===== config.mk =====
export PLATFORM = sky130hd
export DESIGN_NAME = divider_seq_flat
export DESIGN_NICKNAME = d
export VERILOG_FILES = /design/src/rtl/divider_seq_if.sv /design/src/rtl/divider_seq.sv /design/src/flat_wrapper.sv
export SDC_FILE = /design/constraint.sdc
export NUM_CORES = 1
export LEC_CHECK = 0
export BUFFER_PORTS_ARGS = -buffer_cell sky130_fd_sc_hd__buf_4
export CAP_MARGIN = 20
export CORE_MARGIN = 2
export CORE_UTILIZATION = 56
export CTS_BUF_LIST = sky130_fd_sc_hd__clkbuf_16
export DETAILED_ROUTE_END_ITERATION = 10
export PLACE_DENSITY = 0.9
export SYNTH_ARGS = -nofsm -noshare
export SYNTH_HDL_FRONTEND = slang
export SYNTH_SLANG_ARGS = --single-unit
export TNS_END_PERCENT = 5

===== constraint.sdc =====
create_clock -name clk -period 2.3 [get_ports clk]
set_input_delay 0 -clock clk [delete_from_list [all_inputs] [get_ports clk]]
set_output_delay 0 -clock clk [all_outputs]
set_load 0.005 [all_outputs]

===== src/rtl/divider_seq_if.sv =====
// Handshake bundle for divider_seq: operand request channel plus result response channel.
interface divider_seq_if #(parameter int D_SIZE = 8);
  logic              in_valid;
  logic              in_ready;
  logic [D_SIZE-1:0] dividend;
  logic [D_SIZE-1:0] divisor;
  logic              out_valid;
  logic              out_ready;
  logic [D_SIZE-1:0] quotient;
  logic [D_SIZE-1:0] remainder;
  logic              div_by_zero;

  modport master (
    output in_valid, dividend, divisor, out_ready,
    input  in_ready, out_valid, quotient, remainder, div_by_zero
  );

  modport slave (
    input  in_valid, dividend, divisor, out_ready,
    output in_ready, out_valid, quotient, remainder, div_by_zero
  );
endinterface


===== src/rtl/divider_seq.sv =====
// Iterative restoring divider, one quotient bit per clock, fixed D_SIZE-cycle latency.
// Define DIVIDER_SIGNED_EN for two's-complement truncating division.
module divider_seq #(
  parameter int D_SIZE = 8
) (
  input  logic        clk,
  input  logic        rst,
  divider_seq_if.slave bus
);
  localparam int CW = $clog2(D_SIZE);

  typedef enum logic [1:0] {IDLE, BUSY, DONE} state_t;

  state_t            state;
  logic [D_SIZE-1:0] dvd, dsr, quo, rem;
  logic [CW-1:0]     cnt;
  logic              in_ready_q, out_valid_q, dbz_q;
  logic [D_SIZE-1:0] quotient_q, remainder_q;

  logic [D_SIZE:0]   shifted, diff;
  logic              fits;
  logic [D_SIZE-1:0] rem_nxt, quo_nxt, quo_fin, rem_fin, a_mag, b_mag;

`ifdef DIVIDER_SIGNED_EN
  logic neg_q, neg_r;
`endif

  always_comb begin
    shifted = {rem, dvd[D_SIZE-1]};
    diff    = shifted - {1'b0, dsr};
    fits    = (shifted >= {1'b0, dsr});
    rem_nxt = fits ? diff[D_SIZE-1:0] : shifted[D_SIZE-1:0];
    quo_nxt = {quo[D_SIZE-2:0], fits};
`ifdef DIVIDER_SIGNED_EN
    // Divide by zero already yields all-ones magnitude; keep it unnegated.
    quo_fin = (dsr == '0) ? '1 : (neg_q ? -quo_nxt : quo_nxt);
    rem_fin = neg_r ? -rem_nxt : rem_nxt;
    a_mag   = bus.dividend[D_SIZE-1] ? -bus.dividend : bus.dividend;
    b_mag   = bus.divisor[D_SIZE-1]  ? -bus.divisor  : bus.divisor;
`else
    quo_fin = quo_nxt;
    rem_fin = rem_nxt;
    a_mag   = bus.dividend;
    b_mag   = bus.divisor;
`endif
  end

  always_ff @(posedge clk) begin
    if (rst) begin
      state       <= IDLE;
      in_ready_q  <= 1'b1;
      out_valid_q <= 1'b0;
      quotient_q  <= '0;
      remainder_q <= '0;
      dbz_q       <= 1'b0;
      dvd         <= '0;
      dsr         <= '0;
      quo         <= '0;
      rem         <= '0;
      cnt         <= '0;
`ifdef DIVIDER_SIGNED_EN
      neg_q       <= 1'b0;
      neg_r       <= 1'b0;
`endif
    end else begin
      case (state)
        IDLE: if (bus.in_valid) begin
          dvd        <= a_mag;
          dsr        <= b_mag;
          rem        <= '0;
          quo        <= '0;
          cnt        <= '0;
          in_ready_q <= 1'b0;
          state      <= BUSY;
`ifdef DIVIDER_SIGNED_EN
          neg_q      <= bus.dividend[D_SIZE-1] ^ bus.divisor[D_SIZE-1];
          neg_r      <= bus.dividend[D_SIZE-1];
`endif
        end
        BUSY: begin
          rem <= rem_nxt;
          quo <= quo_nxt;
          dvd <= dvd << 1;
          cnt <= cnt + 1'b1;
          // Final iteration: results (with any sign fix-up) land directly in the output regs.
          if (cnt == CW'(D_SIZE - 1)) begin
            state       <= DONE;
            out_valid_q <= 1'b1;
            quotient_q  <= quo_fin;
            remainder_q <= rem_fin;
            dbz_q       <= (dsr == '0);
          end
        end
        DONE: if (bus.out_ready) begin
          out_valid_q <= 1'b0;
          in_ready_q  <= 1'b1;
          state       <= IDLE;
        end
        default: state <= IDLE;
      endcase
    end
  end

  assign bus.in_ready    = in_ready_q;
  assign bus.out_valid   = out_valid_q;
  assign bus.quotient    = quotient_q;
  assign bus.remainder   = remainder_q;
  assign bus.div_by_zero = dbz_q;
endmodule


===== src/flat_wrapper.sv =====
// flat-port wrapper written by rule: the top's interface ports become plain ports
module divider_seq_flat 
#(
  parameter int D_SIZE = 8
)
  (clk, rst, bus_in_valid, bus_dividend, bus_divisor, bus_out_ready, bus_in_ready, bus_out_valid, bus_quotient, bus_remainder, bus_div_by_zero);
  divider_seq_if #(.D_SIZE(D_SIZE)) bus_i ();
  input  logic clk;
  input  logic rst;
  input wire logic [$bits(bus_i.in_valid)-1:0] bus_in_valid;
  input wire logic [$bits(bus_i.dividend)-1:0] bus_dividend;
  input wire logic [$bits(bus_i.divisor)-1:0] bus_divisor;
  input wire logic [$bits(bus_i.out_ready)-1:0] bus_out_ready;
  output wire logic [$bits(bus_i.in_ready)-1:0] bus_in_ready;
  output wire logic [$bits(bus_i.out_valid)-1:0] bus_out_valid;
  output wire logic [$bits(bus_i.quotient)-1:0] bus_quotient;
  output wire logic [$bits(bus_i.remainder)-1:0] bus_remainder;
  output wire logic [$bits(bus_i.div_by_zero)-1:0] bus_div_by_zero;
  assign bus_i.in_valid = bus_in_valid;
  assign bus_i.dividend = bus_dividend;
  assign bus_i.divisor = bus_divisor;
  assign bus_i.out_ready = bus_out_ready;
  assign bus_in_ready = bus_i.in_ready;
  assign bus_out_valid = bus_i.out_valid;
  assign bus_quotient = bus_i.quotient;
  assign bus_remainder = bus_i.remainder;
  assign bus_div_by_zero = bus_i.div_by_zero;
  divider_seq #(.D_SIZE(D_SIZE)) u_core (.clk(clk), .rst(rst), .bus(bus_i));
endmodule

Word level (Yosys, flattened, before mapping)
Index checks and enable logic that the tools add are counted.

Equality and inequality tests: 6. Add/subtract/negate cells: 2. Magnitude comparators: 1. Reduce and logical (&&, ||, !) cells: 11. Mux-type cells: 18.

Operators by type and width (count): 8-bit one-hot mux with 2 select lines (2); 8-bit two-way mux (3); 7-bit one-hot mux with 2 select lines (1); 9-bit by 8-bit >= comparator with 1-bit output (1); 3-bit AND reduction (3); 8-bit zero test (1); 8-bit subtractor (1); 2-bit two-way mux (3); 2-bit one-hot mux with 3 select lines (1); 3-bit one-hot mux with 2 select lines (1); 2-bit AND reduction (3); 2-bit nonzero test (3); 1-bit two-way mux (4); 2-bit inequality test (second input constant) (2); 1-bit one-hot mux with 2 select lines (2); 3-bit by 1-bit adder with 3-bit output (second input constant) (1); 3-bit equality test (second input constant) (1); 3-bit two-way mux (1); 2-bit by 1-bit equality test with 1-bit output (second input constant) (1); 2-bit equality test (second input constant) (1); 2-bit zero test (1); 2-bit by 1-bit inequality test with 1-bit output (second input constant) (1).

Bits of input ports: 20. Word-level logic and storage cells: 49. Flip-flop bits (word level): 55. Output and inout port bits: 19.

Longest topological paths before layout
Gate-level depths: netlist of run 1.

Depth in word-level cells: 3. Mapped depth: 10.

Least setup slack after synthesis of run 1
No wires, ideal clock.

Path type: register to register. Start point: register u_core.dvd[7]. End point: register u_core.remainder_q[6] (netlist: u_core.bus.remainder[6]). Setup slack: 0.314 ns. Required time: 2.209 ns. Clock period less this slack: 1.986 ns. Arrival: 1.895 ns. Buffers on the path: 0. Library setup time: 0.091 ns. Stages on the path, launching flop included: 11. Path through: dfxtp_1 inv_1 ha_1 inv_1 fa_1 a211oi_1 o21bai_1 a21oi_1 xnor2_1 o21ai_1 a311oi_1.

Cells in the longest elaborated chain, start to end: 2. Elaborated cells on any way between the ends: 3.

RTL lines: start, declared (RTL line divider_seq.sv:15) `logic [D_SIZE-1:0] dvd, dsr, quo, rem;`; start signal, assigned (RTL line divider_seq.sv:68) `dvd <= a_mag;`; start signal, assigned (RTL line divider_seq.sv:83) `dvd <= dvd << 1;`; 8-bit subtractor or 9-bit by 8-bit >= comparator with 1-bit output (tied branches) (RTL line divider_seq.sv:30, divider_seq.sv:31); 8-bit two-way mux * (RTL line divider_seq.sv:32) `rem_nxt = fits ? diff[D_SIZE-1:0] : shifted[D_SIZE-1:0];`; end signal, assigned (RTL line divider_seq.sv:90) `remainder_q <= rem_fin;`; end, declared (RTL line divider_seq.sv:18) `logic [D_SIZE-1:0] quotient_q, remainder_q;`.

Mark *: on every way between the ends. The rest lies on a longest branch, timed or not. A chain may end at the register's enable or synchronous reset.

Final worst setup path of run 1
Ends and elaborated chain as after synthesis.

==> flow_metrics.tcl, run 1 <==
set metrics [dict create \
    status "complete, no violations" \
    wire_per_inst_um 14.3 \
    hold_ws_ns 0.102 \
    fin_ws_ns 0.0895 \
    grt_pass1_vias 2285 \
    crit_path_frequent_cell "inv_1" \
    start_util 0.573 \
    clockPowerShare 0.268 \
    rsz0062_at_grt "yes" \
    numCtsBuffers 5 \
    final-max-slew-violation-count 0 \
    fin_crit_sh 0.961 \
    top_layer_used "met4" \
    wl_met2_um 2970 \
    mostFrequentLayoutCell "nand2_1" \
    crit_type "reg -> reg" \
    overflow 0 \
    synth-seq-area-share 0.412 \
    drtIter0Drc 359 \
    post-place-ws_ns 0.124 \
    hold_viol 0 \
    path_buf_inv 2 \
    grt_use_total 0.248 \
    fin_nets 413 \
    vias 2590 \
    cpPeakStageDelay_ns 0.43 \
    syn_area_per_cell_um2 7.98 \
    portBuffers 38 \
    num_rows 25 \
    rr_worst_depth 10 \
    yosysUniqueCellTypes 45 \
    final_cell_mix "69 x nand2_1, 55 x dfxtp_1, 46 x buf_4" \
    insertion_delay_ns 0.30 \
    vias_per_cell 5.93 \
    clk_pin_slew_worst_paths_ns 0.08 \
    finClkSkew_ns 0.00457 \
    ys.warnings.count 0 \
    critPathArrivalTime_ns 2.42 \
    fmax_mhz 452 \
    slowest_stage "fa_1" \
    numClockSinks 55 \
    hold_class "in -> reg" \
    worstSetupStartpointType "flip-flop" \
    grt_max_degree 56 \
    syn_to_final_growth_pct 23.7 \
    grt_pass1_wl_um 10400 \
    die_w_um 73.1 \
    clock-root-buffer "clkbuf_16" \
    timing.reg2reg.setup_slack_ns 0.09 \
    cp.required_ns 2.51 \
    ys_ff_latch 55 \
    drt_first_pass_iters 6 \
    critPathTopFamily "compound AO/OA/AOI/OAI gates" \
    die_h_um 73.1 \
    totalNegativeSetupSlack_ns 0 \
    wl_um 6260 \
    ir_drop_mv 0.485 \
    syn-num-nets 366 \
    postSynthCellCount 335 \
    min_period_ns 2.21 \
    end_kind "flip-flop" \
    cts_tree "done" \
    p_sw_frac 0.360 \
    finish.utilization 0.710 \
    cellLeakagePower_nw 1.29 \
    r2r-start "u_core.dvd[7]" \
    p_comb_frac 0.365 \
    setup_viol 0 \
    h-tree-depth 2 \
    drive_gt1_frac 0.170 \
    p_int_mw 1.87 \
    cp_cell_sequence "inv_1 -> ha_1 -> inv_1 -> fa_1 -> a211oi_2 -> o21bai_1 -> a21oi_1 -> xnor2_1 -> o21ai_1 -> a311oi_1" \
    place_congestion 0.876 \
    power_density_nw_per_um2 884 \
    antenna_found_initial 0 \
    slew_headroom 0.484 \
    drc 0 \
    core_area_um2 4660 \
    die-area_um2 5340 \
    drt-met1-wl_um 2780 \
    worstHoldStart "bus_in_valid" \
    diodes 0 \
    hold_end "u_core.cnt[0]" \
    cts_buffer_depth 2 \
    r2r-end "u_core.bus.remainder[6]" \
    hpwl_um 4180 \
    place_area_um2 2990 \
    p_seq_frac 0.367 \
    postCtsSetupBuffers 0 \
    holdPathStages 4 \
    wl_met3_um 391 \
    synth_ff_type "dfxtp_1" \
    synth_edf_count 0 \
    io_pins 39 \
    switchingPower_mw 1.05 \
    synthArstFlopShare 0 \
    syn_area_um2 2670 \
    crit_fanout 3 \
    final_cell_area_um2 3310 \
    antenna_left 0 \
    cap_violations 0 \
    worstMarginPinSlew_ns 0.772 \
]
[how the worst max path moves through the flow]
stage	cells past startpoint	slack, ns	start	endpoint
global route	10	-0.05	u_core.dvd[7]	u_core.bus.remainder[6]
floorplan	10	0.31	u_core.dvd[7]	u_core.bus.remainder[6]
global placement	10	0.25	u_core.dvd[7]	u_core.bus.remainder[6]
detailed placement	10	0.12	u_core.dvd[7]	u_core.bus.remainder[6]
finish	10	0.09	u_core.dvd[7]	u_core.bus.remainder[6]
CTS	10	0.1	u_core.dvd[7]	u_core.bus.remainder[6]
[cell type report]
type                       count  area (µm²)
multi-input combinational    246        1440
fill                         351        1350
sequential                    55        1100
timing repair buffer          62         505
clock buffer                   5         125
tap                           54        67.6
inverter                      12        45.0
clock inverter                 3        26.3
[kinds of logic after synthesis]
kind of cell             after synthesis  share of synthesized area
XOR/XNOR                               5                     0.0164
adder cells (fa/ha/maj)               11                     0.0543
AO/OA/AOI/OAI                         89                      0.223
AND/OR/NAND/NOR                      141                      0.240
flip-flops                            55                      0.412
buffers and inverters                 34                     0.0538
[through the flow]
| stage | power (mW) | instances |
|---|---|---|
| 2_1_floorplan | 1.88 | 335 |
| 3_3_place_gp | 2.07 | 413 |
| 3_5_place_dp | 2.10 | 413 |
| 4_1_cts | 2.90 | 437 |
| 5_1_grt | 3.09 | 437 |
| 6_report | 2.92 | 437 |
[sequential cells by signal (all words and copies together) (netlist names)]
register,cells
u_core.bus.div_by_zero,1
u_core.bus.in_ready,1
u_core.bus.out_valid,1
u_core.bus.quotient,8
u_core.bus.remainder,8
u_core.cnt,3
u_core.dsr,8
u_core.dvd,8
u_core.quo,7
u_core.rem,8
u_core.state,2
[worst min-delay path: stages]
cell	delay, ns
buf_4	0.10
nor2_1	0.04
nor2_1	0.13
a211oi_1	0.09
[power groups by stage]
| stage | logic, mW | clock network (mW) | registers [mW] |
|---|---|---|---|
| 2_1_floorplan | 0.804 | 0 | 1.07 |
| 3_3_place_gp | 0.976 | 0 | 1.09 |
| 3_5_place_dp | 1.01 | 0 | 1.09 |
| 4_1_cts | 1.04 | 0.794 | 1.07 |
| 5_1_grt | 1.18 | 0.829 | 1.08 |
| 6_report | 1.07 | 0.784 | 1.07 |
[cell usage after synthesis, drive strengths merged, types with 3 or more instances]
cell | instances | area share
nand2 | 69 | 0.097
a21oi | 31 | 0.058
inv | 12 | 0.017
nor2 | 28 | 0.039
clkbuf | 12 | 0.017
o211ai | 8 | 0.022
xnor2 | 4 | 0.013
or3 | 3 | 0.0070
a311oi | 12 | 0.039
nand4 | 3 | 0.0070
o21ai | 15 | 0.031
and3 | 4 | 0.012
dfxtp | 55 | 0.41
buf | 10 | 0.020
nand3b | 6 | 0.022
ha | 10 | 0.047
a32o | 3 | 0.011
o21a | 4 | 0.014
a21o | 4 | 0.011
nor3 | 4 | 0.0075
nand3 | 17 | 0.032
a211oi | 5 | 0.016
[metal layers]
metal | track usage | up-vias
met5 | 0 | -
met3 | 0.0456 | 11
met4 | 0.0761 | 0
met1 | 0.332 | 1189
li1 | - | 1273
met2 | 0.404 | 117
[what timing repair did]
action,CTS,global route
resized for setup,0,3
endpoints found under the setup margin,0,2
endpoints found under the hold margin,16,0
hold buffers,16,0
No activity file was read; power rests on OpenSTA's default activity.
==> run 2: changes to the inputs <==
--- a/config.mk
+++ b/config.mk
@@ -5,7 +5,7 @@
 export SDC_FILE = /design/constraint.sdc
 export NUM_CORES = 1
 export LEC_CHECK = 0
-export BUFFER_PORTS_ARGS = -buffer_cell sky130_fd_sc_hd__buf_4
+export BUFFER_PORTS_ARGS = -buffer_cell sky130_fd_sc_hd__buf_2
 export CAP_MARGIN = 20
 export CORE_MARGIN = 2
 export CORE_UTILIZATION = 56
==> run 2 against run 1 <==
Effect of this change:
- utilization shrank 2.2 points
- non-clock buffer count is the same
- cell count unchanged
- die area unchanged
- critical path type unchanged
- highest routed layer unchanged
==> flow_metrics.tcl, run 2 (synthesis gave the netlist of run 1 again) <==
set metrics [dict create \
    antenna_left 0 \
    hold_viol 0 \
    fmax_mhz 457 \
    p_sw_frac 0.359 \
    wl_met3_um 432 \
    p_seq_frac 0.369 \
    drt-met1-wl_um 2740 \
    hold_ws_ns 0.0153 \
    final_cell_area_um2 3210 \
    grt_max_degree 36 \
    drt_first_pass_iters 4 \
    top_layer_used "met4" \
    cellLeakagePower_nw 1.27 \
    rsz0062_at_grt "no" \
    fillers 363 \
    clockPowerShare 0.255 \
    drtIter0Drc 366 \
    critPathArrivalTime_ns 2.38 \
    clk_pin_slew_worst_paths_ns 0.07 \
    timing.reg2reg.setup_slack_ns 0.11 \
    io_pins 39 \
    vias_per_cell 5.90 \
    grt_use_total 0.258 \
    portBuffers 38 \
    hold_class "in -> reg" \
    cap_violations 0 \
    cts_buffer_depth 2 \
    num_rows 25 \
    fin_crit_sh 0.952 \
    switchingPower_mw 1.04 \
    numClockSinks 55 \
    hpwl_um 4330 \
    grt_pass1_vias 2399 \
    wl_met2_um 3210 \
    holdPathStages 4 \
    worstSetupStartpointType "flip-flop" \
    place_area_um2 2900 \
    diodes 0 \
    ir_drop_mv 0.455 \
    slew_headroom 0.490 \
    insertion_delay_ns 0.30 \
    drc 0 \
    setup_viol 0 \
    end_kind "flip-flop" \
    die-area_um2 5340 \
    worstMarginPinSlew_ns 0.763 \
    die_h_um 73.1 \
    wl_um 6470 \
    crit_type "reg -> reg" \
    finClkSkew_ns 0.00861 \
    final-max-slew-violation-count 0 \
    numCtsBuffers 5 \
    antenna_found_initial 0 \
    vias 2577 \
    cp.required_ns 2.49 \
    die_w_um 73.1 \
    cts_tree "done" \
    startpoint "u_core.rem[0]" \
    post-place-ws_ns 0.0601 \
    rr_worst_depth 7 \
    clock-root-buffer "clkbuf_16" \
    power_density_nw_per_um2 908 \
    overflow 0 \
    syn_to_final_growth_pct 19.9 \
    p_int_mw 1.87 \
    r2r-start "u_core.rem[0]" \
    crit_fanout 16 \
    drive_gt1_frac 0.172 \
    r2r-end "u_core.rem[2]" \
    fin_ws_ns 0.110 \
    min_period_ns 2.19 \
    start_util 0.573 \
    totalNegativeSetupSlack_ns 0 \
    hold_end "u_core.state[1]" \
    h-tree-depth 2 \
    grt_pass1_wl_um 10600 \
    place_congestion 0.918 \
    worstHoldStart "bus_out_ready" \
    final_cell_mix "69 x nand2_1, 55 x dfxtp_1, 38 x buf_2" \
    mostFrequentLayoutCell "nand2_1" \
    wire_per_inst_um 14.8 \
    fin_nets 413 \
    status "complete, no violations" \
    p_comb_frac 0.375 \
    core_area_um2 4660 \
]
[run 2: per-stage QoR]
step	instances	util	power, mW
2_1_floorplan	335	-	1.88
3_3_place_gp	414	0.622	2.08
3_5_place_dp	414	0.622	2.11
4_1_cts	437	0.685	2.88
5_1_grt	437	0.688	3.07
6_report	437	0.688	2.91
[run 2: per-layer routing]
layer / vias up / global-route usage
met4: 0 / 0.107
met2: 95 / 0.449
met5: - / 0
li1: 1272 / -
met3: 8 / 0.0470
met1: 1202 / 0.310
[run 2: how the worst max path moves through the flow]
stage / cells past startpoint / endpoint / slack, ns
finish: 7 / u_core.rem[2] / 0.11
global route: 8 / u_core.rem[2] / 0.03
CTS: 10 / u_core.bus.remainder[6] / 0.05
detailed placement: 10 / u_core.bus.remainder[6] / 0.06
global placement: 10 / u_core.bus.remainder[6] / 0.24
floorplan: 10 / u_core.bus.remainder[6] / 0.31
[run 2: cell type report]
class                   instances  area [µm²]  area share
flip-flops and latches         55        1100       0.343
clock buffers                   5         125      0.0390
clock inverters                 3        20.0     0.00625
well taps                      54        67.6      0.0211
inverters                      12        45.0      0.0141
multi-input cells             246        1440       0.449
repair buffers                 62         408       0.127
[run 2: power groups by stage]
stage	clock (mW)	combinational [mW]	sequential, mW
final	0.743	1.09	1.07
after global routing	0.791	1.20	1.08
after CTS	0.754	1.05	1.07
after detailed placement	0	1.02	1.09
after global placement	0	0.993	1.09
after floorplan	0	0.804	1.07
[run 2: worst max-delay path, stage by stage, from the launching register on]
cell and delay, ns:
dfxtp_1 0.47, ha_1 0.30, nor2b_2 0.18, o21ai_2 0.19, nand3b_4 0.12, o21a_4 0.26
or3_1 0.31, a32o_1 0.25
[run 2: timing repair]
item                                   in CTS  in global routing
hold buffers                               15                  0
endpoints found under the hold margin      15                  0
resized for setup                           0                  3
setup buffers                               0                  0
setup endpoints to repair                   0                  2
==> run 3: changes to the inputs <==
--- a/config.mk
+++ b/config.mk
@@ -12,6 +12,7 @@
 export CTS_BUF_LIST = sky130_fd_sc_hd__clkbuf_16
 export DETAILED_ROUTE_END_ITERATION = 10
 export PLACE_DENSITY = 0.9
+export RECOVER_POWER = 100
 export SYNTH_ARGS = -nofsm -noshare
 export SYNTH_HDL_FRONTEND = slang
 export SYNTH_SLANG_ARGS = --single-unit
==> run 3 against run 2 <==
Effect of this change:
- largest power group is now sequential cells
- critical endpoint unchanged
- sequential power hardly changed
- final area fell by 0.90%
- wire length barely moved
==> flow_metrics.tcl, run 3 (synthesis gave the netlist of run 1 again) <==
set metrics [dict create \
    mostFrequentLayoutCell "nand2_1" \
    wire_per_inst_um 14.8 \
    p_comb_frac 0.371 \
    drt_first_pass_iters 4 \
    worstHoldStart "bus_out_ready" \
    hold_viol 0 \
    fin_nets 413 \
    worstSetupStartpointType "flip-flop" \
    setup_viol 0 \
    syn_to_final_growth_pct 18.9 \
    finClkSkew_ns 0.00710 \
    hold_class "in -> reg" \
    diodes 0 \
    drive_gt1_frac 0.136 \
    numClockSinks 55 \
    die_w_um 73.1 \
    power_density_nw_per_um2 909 \
    grt_pass1_vias 2399 \
    ir_drop_mv 0.455 \
    io_pins 39 \
    overflow 0 \
    critPathArrivalTime_ns 2.39 \
    final_cell_area_um2 3180 \
    antenna_found_initial 0 \
    vias 2577 \
    portBuffers 38 \
    die-area_um2 5340 \
    p_seq_frac 0.372 \
    place_area_um2 2900 \
    place_congestion 0.918 \
    fmax_mhz 455 \
    timing.reg2reg.setup_slack_ns 0.10 \
    placed_cells 414 \
    totalNegativeSetupSlack_ns 0 \
    rsz0062_at_grt "no" \
    die_h_um 73.1 \
    p_total_mw 2.89 \
    wl_um 6470 \
    h-tree-depth 2 \
    min_period_ns 2.20 \
    start_util 0.573 \
    status "complete, no violations" \
    grt_max_degree 36 \
    switchingPower_mw 1.04 \
    fillers 373 \
    cap_violations 0 \
    grt_use_total 0.258 \
    vias_per_cell 5.90 \
    r2r-start "u_core.rem[0]" \
    drtIter0Drc 389 \
    num_rows 25 \
    worstMarginPinSlew_ns 1.01 \
    core_area_um2 4660 \
    end_kind "flip-flop" \
    clockPowerShare 0.257 \
    final_cell_mix "69 x nand2_1, 55 x dfxtp_1, 30 x a21oi_1" \
    clk_pin_slew_worst_paths_ns 0.07 \
    fin_crit_sh 0.956 \
    antenna_left 0 \
    cellLeakagePower_nw 1.21 \
    numCtsBuffers 5 \
    grt_pass1_wl_um 10600 \
    clock-root-buffer "clkbuf_16" \
    cp.required_ns 2.49 \
    hpwl_um 4330 \
    startpoint "u_core.rem[0]" \
    insertion_delay_ns 0.30 \
    slew_headroom 0.330 \
    hold_ws_ns 0.0148 \
    crit_type "reg -> reg" \
    p_sw_frac 0.360 \
    crit_fanout 16 \
    cts_tree "done" \
    drc 0 \
    fin_cells 437 \
    p_int_mw 1.85 \
    cts_buffer_depth 2 \
    final-max-slew-violation-count 0 \
]
==> run 3: power groups by stage <==
stage | Combinational, mW | Sequential (mW) | Clock [mW]
2_1_floorplan | 0.804 | 1.07 | 0
3_3_place_gp | 0.993 | 1.09 | 0
3_5_place_dp | 1.02 | 1.09 | 0
4_1_cts | 1.05 | 1.07 | 0.754
5_1_grt | 1.17 | 1.08 | 0.791
6_report | 1.07 | 1.07 | 0.743
==> run 3: final timing paths <==
check | endpoint | depth (start not counted)
max | u_core.rem[2] | 7
min | u_core.state[1] | 4
max reg2reg | u_core.rem[2] | 7
min reg2reg | u_core.bus.quotient[2] | 2
==> run 3: cell type report <==
type	instances	area, µm²	area share
clock buffer	5	125	0.0394
clock inverter	3	20.0	0.00630
inverter	12	45.0	0.0142
multi-input combinational	246	1440	0.453
sequential	55	1100	0.347
tap	54	67.6	0.0213
timing repair buffer	62	379	0.119
==> run 3: metal layers <==
layer,up-vias,part of all wire,GRT usage
li1,1273,-,-
met1,1205,0.42,0.310
met2,94,0.50,0.449
met3,5,0.065,0.0470
met4,0,0.0096,0.107
met5,-,0,0
==> run 3: repair_timing <==
| item | 4_1_cts | 5_1_grt |
|---|---|---|
| buffers inserted | 0 | 0 |
| endpoints found under the hold margin | 15 | 0 |
| hold buffers | 15 | 0 |
| resized for setup | 0 | 3 |
| endpoints found under the setup margin | 0 | 2 |
==> run 3: worst max-delay path, cell delays in order, from the launching register on <==
cell      delay [ns]
dfxtp_1         0.47
ha_1            0.30
nor2b_2         0.18
o21ai_2         0.19
nand3b_4        0.12
o21a_4          0.26
or3_1           0.31
a32o_1          0.25
==> run 3: metrics by stage <==
stage           util  setup WS (ns)
6_report       0.682          0.102
5_1_grt        0.682         0.0272
4_1_cts        0.685         0.0543
3_5_place_dp   0.622         0.0601
3_3_place_gp   0.622          0.237
2_1_floorplan      -          0.314
